## config.mk

```make
export PLATFORM = sky130hd
export DESIGN_NAME = uart_word_dump
export DESIGN_NICKNAME = d
export VERILOG_FILES = /design/src/rtl/uart_word_dump_pkg.sv /design/src/rtl/uart_word_ser.sv /design/src/rtl/uart_word_dump.sv
export SDC_FILE = /design/constraint.sdc
export NUM_CORES = 1
export LEC_CHECK = 0
export BUFFER_PORTS_ARGS = -buffer_cell sky130_fd_sc_hd__buf_2
export CAP_MARGIN = 5
export CORE_ASPECT_RATIO = 1.25
export CORE_UTILIZATION = 25
export CTS_BUF_LIST = sky130_fd_sc_hd__clkbuf_8
export DETAILED_ROUTE_END_ITERATION = 7
export GPL_TIMING_DRIVEN = 1
export SLEW_MARGIN = 20
export SYNTH_ARGS = -nofsm -noshare
export SYNTH_HDL_FRONTEND = slang
export SYNTH_HIERARCHICAL = 1
export SYNTH_SLANG_ARGS = --single-unit
```

## constraint.sdc

```tcl
create_clock -name clk -period 3.15 [get_ports clk]
set_clock_uncertainty 0.15 [all_clocks]
set_input_delay 0.1575 -clock clk [delete_from_list [all_inputs] [get_ports clk]]
set_output_delay 0.1575 -clock clk [all_outputs]
set_load 0.01 [all_outputs]
```

## src/rtl/uart_word_dump_pkg.sv

```systemverilog
// Shared types and constants for the SDRAM-to-UART word dump path.
package uart_word_dump_pkg;
  localparam int WORD_WIDTH           = 16;
  localparam int UART_DUMP_ADDR_WIDTH = 25;

  typedef enum logic [1:0] {F_IDLE, F_REQ, F_WAIT} fetch_state_e;

  typedef enum logic [2:0] {S_IDLE, S_WORD, S_CSUM, S_CSUM_W, S_DONE} send_state_e;

  typedef enum logic [3:0] {
    B_IDLE, B_HI, B_HI_P, B_HI_W, B_HI_R, B_LO, B_LO_P, B_LO_W, B_LO_R
  } ser_state_e;
endpackage

```

## src/rtl/uart_word_ser.sv

```systemverilog
// Sends one 16-bit word as two bytes (high first) over the uart_tx ready/start_n handshake.
module uart_word_ser
  import uart_word_dump_pkg::*;
(
  input  logic                  clk,
  input  logic                  rst_n,
  input  logic                  i_valid,
  input  logic [WORD_WIDTH-1:0] i_word,
  input  logic                  i_tx_ready,
  output logic [7:0]            o_tx_byte,
  output logic                  o_tx_start_n,
  output logic                  o_word_sent
);
  ser_state_e            r_state;
  ser_state_e            w_next;
  logic [WORD_WIDTH-1:0] r_word;
  logic [7:0]            r_byte;

  always_ff @(posedge clk or negedge rst_n) begin
    if (!rst_n) r_state <= B_IDLE;
    else        r_state <= w_next;
  end

  // Each byte: wait for idle, pulse start, then see ready drop and come back.
  always_comb begin
    w_next = r_state;
    case (r_state)
      B_IDLE:  if (i_valid)     w_next = B_HI;
      B_HI:    if (i_tx_ready)  w_next = B_HI_P;
      B_HI_P:                   w_next = B_HI_W;
      B_HI_W:  if (!i_tx_ready) w_next = B_HI_R;
      B_HI_R:  if (i_tx_ready)  w_next = B_LO;
      B_LO:    if (i_tx_ready)  w_next = B_LO_P;
      B_LO_P:                   w_next = B_LO_W;
      B_LO_W:  if (!i_tx_ready) w_next = B_LO_R;
      B_LO_R:  if (i_tx_ready)  w_next = B_IDLE;
      default:                  w_next = B_IDLE;
    endcase
  end

  always_comb begin
    o_tx_start_n = !((r_state == B_HI_P) || (r_state == B_LO_P));
    o_word_sent  = (r_state == B_LO_R) && i_tx_ready;
    o_tx_byte    = r_byte;
  end

  always_ff @(posedge clk) begin
    if ((r_state == B_IDLE) && i_valid) r_word <= i_word;
  end

  always_ff @(posedge clk or negedge rst_n) begin
    if (!rst_n)                                r_byte <= 8'h00;
    else if ((r_state == B_HI) && i_tx_ready)  r_byte <= r_word[15:8];
    else if ((r_state == B_LO) && i_tx_ready)  r_byte <= r_word[7:0];
  end
endmodule

```

## src/rtl/uart_word_dump.sv

```systemverilog
// Dumps a range of SDRAM words over UART, high byte first, with an optional additive checksum word.
module uart_word_dump
  import uart_word_dump_pkg::*;
#(
  parameter bit SEND_CHECKSUM = 1'b1,
  parameter int ADDR_WIDTH    = UART_DUMP_ADDR_WIDTH
) (
  input  logic                  clk,
  input  logic                  rst,
  input  logic                  start,
  input  logic [ADDR_WIDTH-1:0] base_addr,
  input  logic [WORD_WIDTH-1:0] word_count,
  output logic                  busy,
  output logic                  done,
  output logic [ADDR_WIDTH-1:0] dram_addr,
  output logic                  dram_refresh_data,
  output logic                  dram_write_en,
  input  logic [WORD_WIDTH-1:0] dram_data,
  input  logic                  dram_data_ready,
  input  logic                  dram_mem_ready,
  output logic [7:0]            uart_tx_byte,
  output logic                  uart_tx_start_n,
  input  logic                  uart_tx_ready
);
  localparam logic [ADDR_WIDTH-1:0] ADDR_ONE = 1;
  localparam logic [WORD_WIDTH-1:0] WORD_ONE = 1;

  fetch_state_e          r_fstate, w_fnext;
  send_state_e           r_sstate, w_snext;
  logic                  r_busy, r_buf_full;
  logic [ADDR_WIDTH-1:0] r_addr;
  logic [WORD_WIDTH-1:0] r_count, r_idx, r_sent, r_csum, r_buf_word;
  logic                  w_accept, w_load, w_take, w_word_sent, w_ser_valid;
  logic [WORD_WIDTH-1:0] w_ser_word;

  function automatic logic [WORD_WIDTH-1:0] csum_add(input logic [WORD_WIDTH-1:0] a,
                                                     input logic [WORD_WIDTH-1:0] b);
    return a + b;
  endfunction

  assign w_accept      = start && !r_busy;
  assign w_load        = (r_fstate == F_WAIT) && dram_data_ready;
  assign w_take        = (r_sstate == S_IDLE) && r_buf_full;
  assign busy          = r_busy;
  assign dram_addr     = r_addr;
  assign dram_write_en = 1'b0;

  always_ff @(posedge clk or negedge rst) begin
    if (!rst) begin
      r_fstate <= F_IDLE;
      r_sstate <= S_IDLE;
    end else begin
      r_fstate <= w_fnext;
      r_sstate <= w_snext;
    end
  end

  always_comb begin
    w_fnext = r_fstate;
    case (r_fstate)
      F_IDLE: if (w_accept && (word_count != '0))      w_fnext = F_REQ;
      F_REQ:  if (dram_mem_ready && !r_buf_full)       w_fnext = F_WAIT;
      F_WAIT: if (dram_data_ready)
                w_fnext = ((r_idx + WORD_ONE) == r_count) ? F_IDLE : F_REQ;
      default:                                         w_fnext = F_IDLE;
    endcase
  end

  always_comb begin
    dram_refresh_data = (r_fstate == F_REQ) && dram_mem_ready && !r_buf_full;
  end

  always_comb begin
    w_snext = r_sstate;
    case (r_sstate)
      S_IDLE:
        if (w_accept && (word_count == '0)) w_snext = SEND_CHECKSUM ? S_CSUM : S_DONE;
        else if (r_buf_full)                w_snext = S_WORD;
      S_WORD:
        if (w_word_sent) begin
          if ((r_sent + WORD_ONE) == r_count) w_snext = SEND_CHECKSUM ? S_CSUM : S_DONE;
          else                                w_snext = S_IDLE;
        end
      S_CSUM:   w_snext = S_CSUM_W;
      S_CSUM_W: if (w_word_sent) w_snext = S_DONE;
      S_DONE:   w_snext = S_IDLE;
      default:  w_snext = S_IDLE;
    endcase
  end

  always_comb begin
    done        = (r_sstate == S_DONE);
    w_ser_valid = w_take || (r_sstate == S_CSUM);
    w_ser_word  = (r_sstate == S_CSUM) ? r_csum : r_buf_word;
  end

  // A load and a take in the same edge leave the buffer full with the new word.
  always_ff @(posedge clk or negedge rst) begin
    if (!rst) begin
      r_busy     <= 1'b0;
      r_buf_full <= 1'b0;
      r_addr     <= '0;
      r_count    <= '0;
      r_idx      <= '0;
      r_sent     <= '0;
      r_csum     <= '0;
    end else begin
      if (w_accept)                   r_busy <= 1'b1;
      else if (r_sstate == S_DONE)    r_busy <= 1'b0;
      if (w_load)                     r_buf_full <= 1'b1;
      else if (w_take)                r_buf_full <= 1'b0;
      if (w_accept) begin
        r_addr  <= base_addr;
        r_count <= word_count;
        r_idx   <= '0;
        r_sent  <= '0;
        r_csum  <= '0;
      end else begin
        if (w_load) begin
          r_addr <= r_addr + ADDR_ONE;
          r_idx  <= r_idx + WORD_ONE;
          r_csum <= csum_add(r_csum, dram_data);
        end
        if ((r_sstate == S_WORD) && w_word_sent) r_sent <= r_sent + WORD_ONE;
      end
    end
  end

  always_ff @(posedge clk) begin
    if (w_load) r_buf_word <= dram_data;
  end

  uart_word_ser u_ser (
    .clk          (clk),
    .rst_n        (rst),
    .i_valid      (w_ser_valid),
    .i_word       (w_ser_word),
    .i_tx_ready   (uart_tx_ready),
    .o_tx_byte    (uart_tx_byte),
    .o_tx_start_n (uart_tx_start_n),
    .o_word_sent  (w_word_sent)
  );
endmodule
```

# Yosys cells after proc, flatten, opt, wreduce, memory -nomap -nowiden
# Cells that the tools add are included.
# word_totals
ff_bits	140
output_inout_bits	38
wordCells	111
# op_classes
n_addsub	4
n_eq_ne	29
muxes	34
n_reduce_logical	31
# op_table
op	count
16-bit 2-to-1 mux	7
25-bit 2-to-1 mux	2
4-bit case mux with 9 select lines	1
16-bit by 1-bit adder with 16-bit output (second input constant)	2
16-bit equality test	2
4-bit 2-to-1 mux	7
25-bit by 1-bit adder with 25-bit output (second input constant)	1
2-bit != test (second input constant)	11
16-bit adder	1
4-bit by 3-bit equality test with 1-bit output (second input constant)	4
16-bit zero test	1
8-bit 2-to-1 mux	2
16-bit nonzero test	1
1-bit logical AND	13
3-bit 2-to-1 mux	4
3-bit case mux with 4 select lines	1
2-bit nonzero test	5
4-bit by 2-bit equality test with 1-bit output (second input constant)	2
2-bit 2-to-1 mux	4
7-bit AND reduction	1
3-bit by 2-bit equality test with 1-bit output (second input constant)	2
2-bit case mux with 3 select lines	1
3-bit AND reduction	2
1-bit 2-to-1 mux	5
other kinds (13)	16

# Depth between registers and ports, before layout
# Gate-level depths: netlist of the first run.
# logic_depth
word_depth	5
ltp_mapped	10

# By module
# Netlist of the first run, hierarchy kept.
# modules_own_cells
module	instances	cells_each	area_per_inst_um2	seq_area_each_um2
uart_word_dump	1	749	6666.4	2882.8
uart_word_ser	1	74	1148.6	780.7

# Least setup slack after synthesis of the first run
# No wires, ideal clock.
# synth_timing
path_type	reg2reg
from	register u_ser.r_state[1]
to	register r_sstate[1]
setup_ns	0.082
arrival_time_ns	2.216
required_time_ns	2.918
path_slack_ns	0.702
path_stages_with_launch	11
n_path_buf	1
period_less_slack_ns	2.448
cell_sequence	dfrtp_1 > buf_6 > nor3_1 > and3_1 > nand2_1 > nor3_2 > nand4_1 > nor3_1 > o211ai_1 > or4_1 > o22ai_1
# synth_between
elab_chain_len	4
# synth_rtl
element	line_no	source
start, declared	uart_word_ser.sv:14	ser_state_e r_state;
start signal, assigned	uart_word_ser.sv:21	else r_state <= w_next;
4-bit equality test (*)	uart_word_ser.sv:43	o_word_sent = (r_state == B_LO_R) && i_tx_ready;
1-bit logical AND (*)	uart_word_ser.sv:43	
named net w_word_sent	uart_word_dump.sv:33	logic w_accept, w_load, w_take, w_word_sent, w_ser_valid;
2-bit != test (no line)	n/a	
3-bit AND reduction (no line) (*)	n/a	
end signal, assigned	uart_word_dump.sv:54	r_sstate <= w_snext;
end, declared	uart_word_dump.sv:29	send_state_e r_sstate, w_snext;
# Mark *: on every way through the listed nets, which the timed path passes. The rest lies on a longest branch.
# A chain may end at the register's enable or synchronous reset.

# Worst setup path after layout of the first run
# layout_timing
from	register r_csum[0]
to	register r_csum[14]
# layout_between
elab_chain_len	3
# layout_rtl
element	line_no	source
start, declared	uart_word_dump.sv:32	logic [WORD_WIDTH-1:0] r_count, r_idx, r_sent, r_csum, r_buf_word;
start signal, assigned	uart_word_dump.sv:122	r_csum <= csum_add(r_csum, dram_data);
16-bit adder	uart_word_dump.sv:38	return a + b;
16-bit 2-to-1 mux	uart_word_dump.sv:119	if (w_load) begin
16-bit 2-to-1 mux	uart_word_dump.sv:112	if (w_accept) begin
# Every way passes these cells. The select of a mux whose other input is x is not followed.

==> summary.txt, run 1 <==
Placement
  • Dpl hpwl: roughly 14000 µm
  • Port buffer count: 99
  • Pre-CTS WS: roughly 0.53 ns
  • Gp weighted congestion: between 0.8 and 0.9
  • DP Cell Count: between 1000 and 1500

Setup path
  • Startpoint Class: flop
  • Reg2Reg Launch Point: r_csum[0]
  • Worst Setup SP: r_csum[0]
  • Required @ worst endpoint: 3.36 ns
  • Worst Path Arrival: between 2 and 3 ns
  • CP Capture Type: flop
  • Reg2reg path depth: 8
  • Crit Reg-Reg Endpoint: r_csum[14]
  • Crit path kind: reg -> reg
  • Flop2flop setup slack: 0.48 ns
  • CP Max Fanout: 3

Clocking
  • Clock buffer depth: 2
  • Clk Latency, worst-skew pair: roughly 0.48 ns
  • Clock buffer count from CTS: 17
  • Clock root buffer: clkbuf_8
  • H-tree levels: 4
  • CTS tree: built
  • Clk slew on worst S/H paths: about 0.1 ns
  • Sink count of the clock tree: 140
  • Post_cts resized: 0

Routing
  • 1st-iter DRT viols: around 360
  • Routed WL: between 15000 and 20000 µm
  • Antenna viol nets, final: 0
  • Drc violations: 0
  • DR WL/cell: ~14 µm
  • Via Count: 6451
  • Avg Vias per Cell: 4.61
  • Pre-Repair DR Iteration Count: 5

Logic synthesis
  • Share of the synthesized area in the top cell type: 34.6%
  • Ys flop type: dfrtp_1
  • Synth cell types: approximately 70
  • Most common cell in the netlist: nand2_1
  • Area contributors post-synth: dfrtp_1 (35%), edfxtp_1 (12%), nand2_1 (6.9%)
  • Mapped Area: 7810 µm²
  • Syn Area/Cell: ~9.5 µm²
  • Seq/Total Area, Yosys: approximately 47%
  • YS warnings: 6
  • Post-synthesis register bit count: between 100 and 150
  • List of most frequent post-synthesis cells: nand2_1 (144), dfrtp_1 (108), nor2_1 (70)
  • Ys async rst share: between 70% and 80%
  • Syn Nets: approximately 910
  • Cell count after synthesis: 823
  • Synth area leader: dfrtp_1
  • Post-synth EDFFs: 32

Power
  • Static leakage: roughly 4.2 nW
  • Total power: ~5.2 mW
  • Worst vdd ir: ~0.24 mV
  • Power Density: 534 nW/µm²

Hold path
  • HP Class: in -> reg
  • Hold Crit Depth: 3
  • Hold Crit Start: start
  • Worst min-delay path endpoint: r_sent[9]

Final layout
  • Final Net Count: approximately 1100
  • Layout cell share with drive strength beyond 1: between 10% and 20%
  • Post-Route Utilization: a little under a third
  • Fill cell count: about 3200
  • Synth-to-Final Area Change: 25.3%
  • Antenna Cells: 0
  • Storage cell area: between 3000 and 4000 µm²
  • Multi-input gate area in the final layout: around 3900 µm²
  • Cell Count, Final, Fillers Out: ~1400

Timing
  • RSZ-0062 raised after global routing: false
  • Achievable frequency: around 0.37 GHz
  • Final hold violations: 0
  • Minimum clock period: approximately 2.7 ns
  • TNS Setup: 0 ns
  • Worst-Margin Slew: 0.870 ns
  • Slew HR: between 40% and 50%
  • Final critical-path share of the clock period: 84.7%
  • Final-report setup violation count: 0
  • Slew Limit Fails: 0
  • Worst setup margin: 0.481 ns

Global routing
  • Vias in the first global route: between 6000 and 7000
  • Total track usage: about an eighth
  • Largest net degree at the start of global routing: between 60 and 70
  • Number of antenna violations at the first check in global routing: 0
  • GRT overflow: 0
  • First-pass GRT wire length: ~33000 µm

Die
  • Ports: roughly 100
  • Std-Cell Rows: 72
  • Die X-Extent: between 150 and 200 µm
  • Height of the die: ~200 µm
  • Placeable Area: 30800 µm²
  • Starting Density: approximately a quarter
  • Die area: roughly 32000 µm²

Run
  • Max Cap Violations: 0

Outcome
  • Status: complete, no violations
==> flip-flops by register name (all words and copies together) (netlist names) <==
name and cells:
r_idx 16, busy 1, dram_addr 25, u_ser/o_tx_byte 8
r_fstate 2, r_count 16, r_sent 16, r_sstate 3
r_csum 16, r_buf_word 16, u_ser/r_word 16, r_buf_full 1
u_ser/r_state 4
==> through the flow <==
stage | hold slack (ns) | cell area, µm²
after floorplan | -0.288 | 7820
final | 0.0412 | 9790
after global placement | 0.173 | 8750
after detailed placement | 0.184 | 8750
after CTS | 0.0186 | 9790
after global routing | 0.0360 | 9790
==> placed cells by master, fill, tap and decap left out, drive strengths merged, types with 6 or more instances in the layout <==
master,Yosys,routed
a21o,7,7
a21oi,44,44
and2,6,6
and3,11,11
buf,12,114
clkbuf,27,17
clkinv,0,6
dfrtp,108,108
dlygate4sd3,0,62
edfxtp,32,32
ha,18,18
inv,11,20
mux2,17,17
mux2i,10,10
nand2,144,144
nand3,33,33
nand4,14,14
nor2,72,72
nor3,19,19
o21ai,54,54
or3,10,10
xnor2,43,43
xor2,54,54
==> how the worst max path moves through the flow <==
stage | endpoint | slack, ns | depth (start not counted)
2_1_floorplan | r_sstate[1] | 0.70 | 10
3_3_place_gp | r_csum[14] | 0.53 | 9
3_5_place_dp | r_csum[14] | 0.53 | 8
4_1_cts | r_csum[14] | 0.49 | 8
5_1_grt | r_csum[14] | 0.29 | 9
6_report | r_csum[14] | 0.48 | 8
==> metal layers <==
metal,share of wire [%],vias to the layer above,track usage [%]
met4,1.5,0,4.37
met3,3.0,19,2.12
met1,45,3144,16.4
li1,-,3182,-
met5,0,-,0
met2,51,106,22.0
==> final cells by class <==
| cell class | count | area share [%] |
|---|---|---|
| Sequential cell | 140 | 37.4 |
| Inverter | 11 | 0.422 |
| Clock inverter | 15 | 1.88 |
| Clock buffer | 17 | 2.39 |
| Timing Repair Buffer | 176 | 12.7 |
| Multi-Input combinational cell | 632 | 40.0 |
| Tap cell | 407 | 5.20 |
==> logic make-up (layout without fill, tap and decap cells) <==
logic type               count (synthesis)  count (layout)  synth area share (%)
buffers and inverters                   51             219                  3.17
XOR/XNOR                                97              97                  10.9
AO/OA/AOI/OAI                          149             149                  11.7
multiplexers                            27              27                  3.73
other                                    1               1                0.0480
adder cells (fa/ha/maj)                 19              19                  3.14
flip-flops                             140             140                  46.9
AND/OR/NAND/NOR                        339             339                  20.4
==> where the power goes <==
| group | internal [mW] | switching (mW) | total, mW | leakage (nW) |
|---|---|---|---|---|
| sequential | 2.08 | 0.224 | 2.31 | 1.68 |
| combinational | 0.668 | 0.713 | 1.38 | 2.26 |
| clock | 0.618 | 0.921 | 1.54 | 0.211 |
==> timing repair <==
item,in CTS,in global routing
buffers inserted,0,0
endpoints found under the hold margin,125,0
hold buffers,62,0
==> critical path, cell delays in order (launching register included) <==
cell,delay (ns)
dfrtp_1,0.41
ha_1,0.22
fa_1,0.42
a211oi_1,0.27
o21bai_1,0.14
a41oi_1,0.30
a21oi_1,0.15
o211a_1,0.24
a211o_1,0.25
No activity file was read; power rests on OpenSTA's default activity.
==> run 2: changes to the inputs <==
clock period = 2.49 ns   (was 3.15 ns; I/O delays follow)
==> summary.txt, run 2 (synthesized netlist as in run 1, its figures left out) <==
Power
  • Sw power: ~2.5 mW
  • Flop pwr share: between 40 and 50%
  • Total power: around 7 mW
  • Gate power share: 29.4%
  • Clock Power Share: between 20% and 30%
  • Sw Share: 35.7%
  • Worst vdd ir: 0.347 mV
  • Power Internal: around 4.4 mW
  • Static leakage: approximately 4.3 nW
  • Power Density: roughly 680 nW/µm²

Placement
  • Dpl hpwl: approximately 14000 µm
  • Port buffer count: 99
  • Gp weighted congestion: between 0.8 and 0.9

Setup path
  • CP Depth: 8
  • Required @ worst endpoint: between 2 and 3 ns
  • CP Max Fanout: 3
  • Family with the most delay on the worst path: compound AO/OA/AOI/OAI gates
  • Worst path slowest cell: dfrtp_1
  • Reg2Reg Launch Point: r_csum[0]
  • Largest stage delay on the critical path: 0.42 ns
  • Reg2reg path depth: 8
  • Worst Setup SP: r_csum[0]
  • Worst Path Arrival: around 2.7 ns
  • Startpoint Class: flop
  • CP Capture Type: flop
  • Crit path kind: reg -> reg
  • Cell-by-cell trace of the critical path: ha_4 > fa_2 > a211oi_4 > o21bai_2 > a41oi_2 > a21oi_2 > o211a_1 > a211o_1
  • Worst Path Buf+Inv: 0

Global routing
  • M2 GR Usage: 22.0%
  • Total track usage: about an eighth
  • Global route hottest layer: met2
  • Number of antenna violations at the first check in global routing: 0
  • First-pass GRT wire length: 32100 µm
  • Grt met1 use: between 10% and 20%
  • Vias in the first global route: 6307
  • GRT overflow: 0
  • Largest net degree at the start of global routing: 88
  • Met3 GRT Util: approximately 1.9%

Final layout
  • Largest register FFs: 25
  • Layout cell share with drive strength beyond 1: a little under a quarter
  • Antenna Cells: 0
  • Synth-to-Final Area Change: 29.4%
  • Final Net Count: 1087
  • Fill cell count: 3189
  • Most frequent cells in the layout: nand2_1 (144), dfrtp_1 (104), buf_2 (98), nor2_1 (69), dlygate4sd3_1 (62)
  • Commonest non-fill, non-tap cell in the layout: nand2_1

Clocking
  • CTS tree: built
  • H-tree levels: 4
  • Clock root buffer: clkbuf_8
  • Clock buffer count from CTS: 17
  • Clock buffer depth: 2
  • Clk Latency, worst-skew pair: ~0.47 ns
  • Clk slew on worst S/H paths: 0.10 ns
  • Sink count of the clock tree: 140

Outcome
  • Status: complete, no violations

Timing
  • TNS Setup: 0 ns
  • Final critical-path share of the clock period: between 90% and 100%
  • Worst-Margin Slew: 0.640 ns
  • Slew HR: 57.3%
  • Achievable frequency: slightly above 0.4 GHz
  • RSZ-0062 raised after global routing: true
  • Slew Limit Fails: 0
  • Minimum clock period: ~2.4 ns
  • Final hold violations: 0
  • Final-report setup violation count: 0

Routing
  • 1st-iter DRT viols: approximately 400
  • DR WL/cell: 14.3 µm
  • Antenna viol nets, final: 0
  • Drc violations: 0
  • Pre-Repair DR Iteration Count: 4
  • Via Count: ~6500
  • Routed WL: 20400 µm
  • Avg Vias per Cell: 4.59

Hold path
  • HP Class: in -> async

Run
  • Max Cap Violations: 0

Die
  • Ports: approximately 100
  • Height of the die: between 150 and 200 µm
  • Die area: ~32000 µm²
  • Placeable Area: around 31000 µm²
  • Die X-Extent: ~160 µm
  • Starting Density: 25.4%
  • Std-Cell Rows: 72
-- run 2: changes by cell type in the layout (fill, tap and decap cells not counted), sizes merged --
cell | before | now
buf | 114 | 141
clkinv | 6 | 8
inv | 20 | 18
-- run 2: worst paths after layout --
check                                endpoint  slack, ns
max                                r_csum[14]       0.04
min                        u_ser/o_tx_byte[0]       0.06
max reg2reg                        r_csum[14]       0.04
min reg2reg                u_ser/o_tx_byte[5]       0.37
max in group asynchronous           r_sent[1]       1.40
min in group clk                    r_sent[7]       0.13
-- run 2: through the flow --
stage | hold WS [ns] | area, µm² | worst slack [ns] | instances | util [%]
2_1_floorplan | -0.321 | 7820 | 0.0418 | 823 | -
3_3_place_gp | 0.0349 | 8950 | -0.116 | 1329 | 29.1
3_5_place_dp | 0.0424 | 8950 | -0.0881 | 1329 | 29.1
4_1_cts | 0.0645 | 10000 | -0.000588 | 1423 | 32.5
5_1_grt | 0.0961 | 10100 | -0.0581 | 1425 | 32.8
6_report | 0.0565 | 10100 | 0.0429 | 1425 | 32.8
-- run 2: timing repair --
item | in CTS | in global routing
setup buffers | 0 | 2
gates resized for setup | 3 | 23
endpoints found under the setup margin | 5 | 9
hold buffers | 62 | 0
pin swaps | 0 | 9
hold endpoints to repair | 123 | 0
-- run 2: power groups by stage --
stage / combinational [mW] / sequential (mW) / clock, mW
detailed placement: 1.81 / 2.94 / 0
global placement: 1.79 / 2.92 / 0
finish: 2.02 / 2.90 / 1.95
CTS: 1.91 / 2.90 / 2.01
global route: 2.24 / 2.95 / 2.10
floorplan: 1.29 / 2.93 / 0
-- run 2: final cells by class --
cell class | instances | area [µm²] | share of cell area, %
Timing Repair Buffer | 203 | 1460 | 14.4
Inverter | 11 | 41.3 | 0.408
Clock buffer | 17 | 234 | 2.31
Clock inverter | 15 | 191 | 1.89
Tap cell | 407 | 509 | 5.04
Multi-Input combinational cell | 632 | 4010 | 39.7
Sequential cell | 140 | 3670 | 36.3
-- run 2: routing by layer --
metal / wire (µm) / share of wire [%] / up-vias
met5: 0 / 0 / -
met4: 430 / 2.1 / 0
met3: 699 / 3.4 / 25
met2: 10300 / 50 / 109
met1: 8990 / 44 / 3171
li1: - / - / 3231
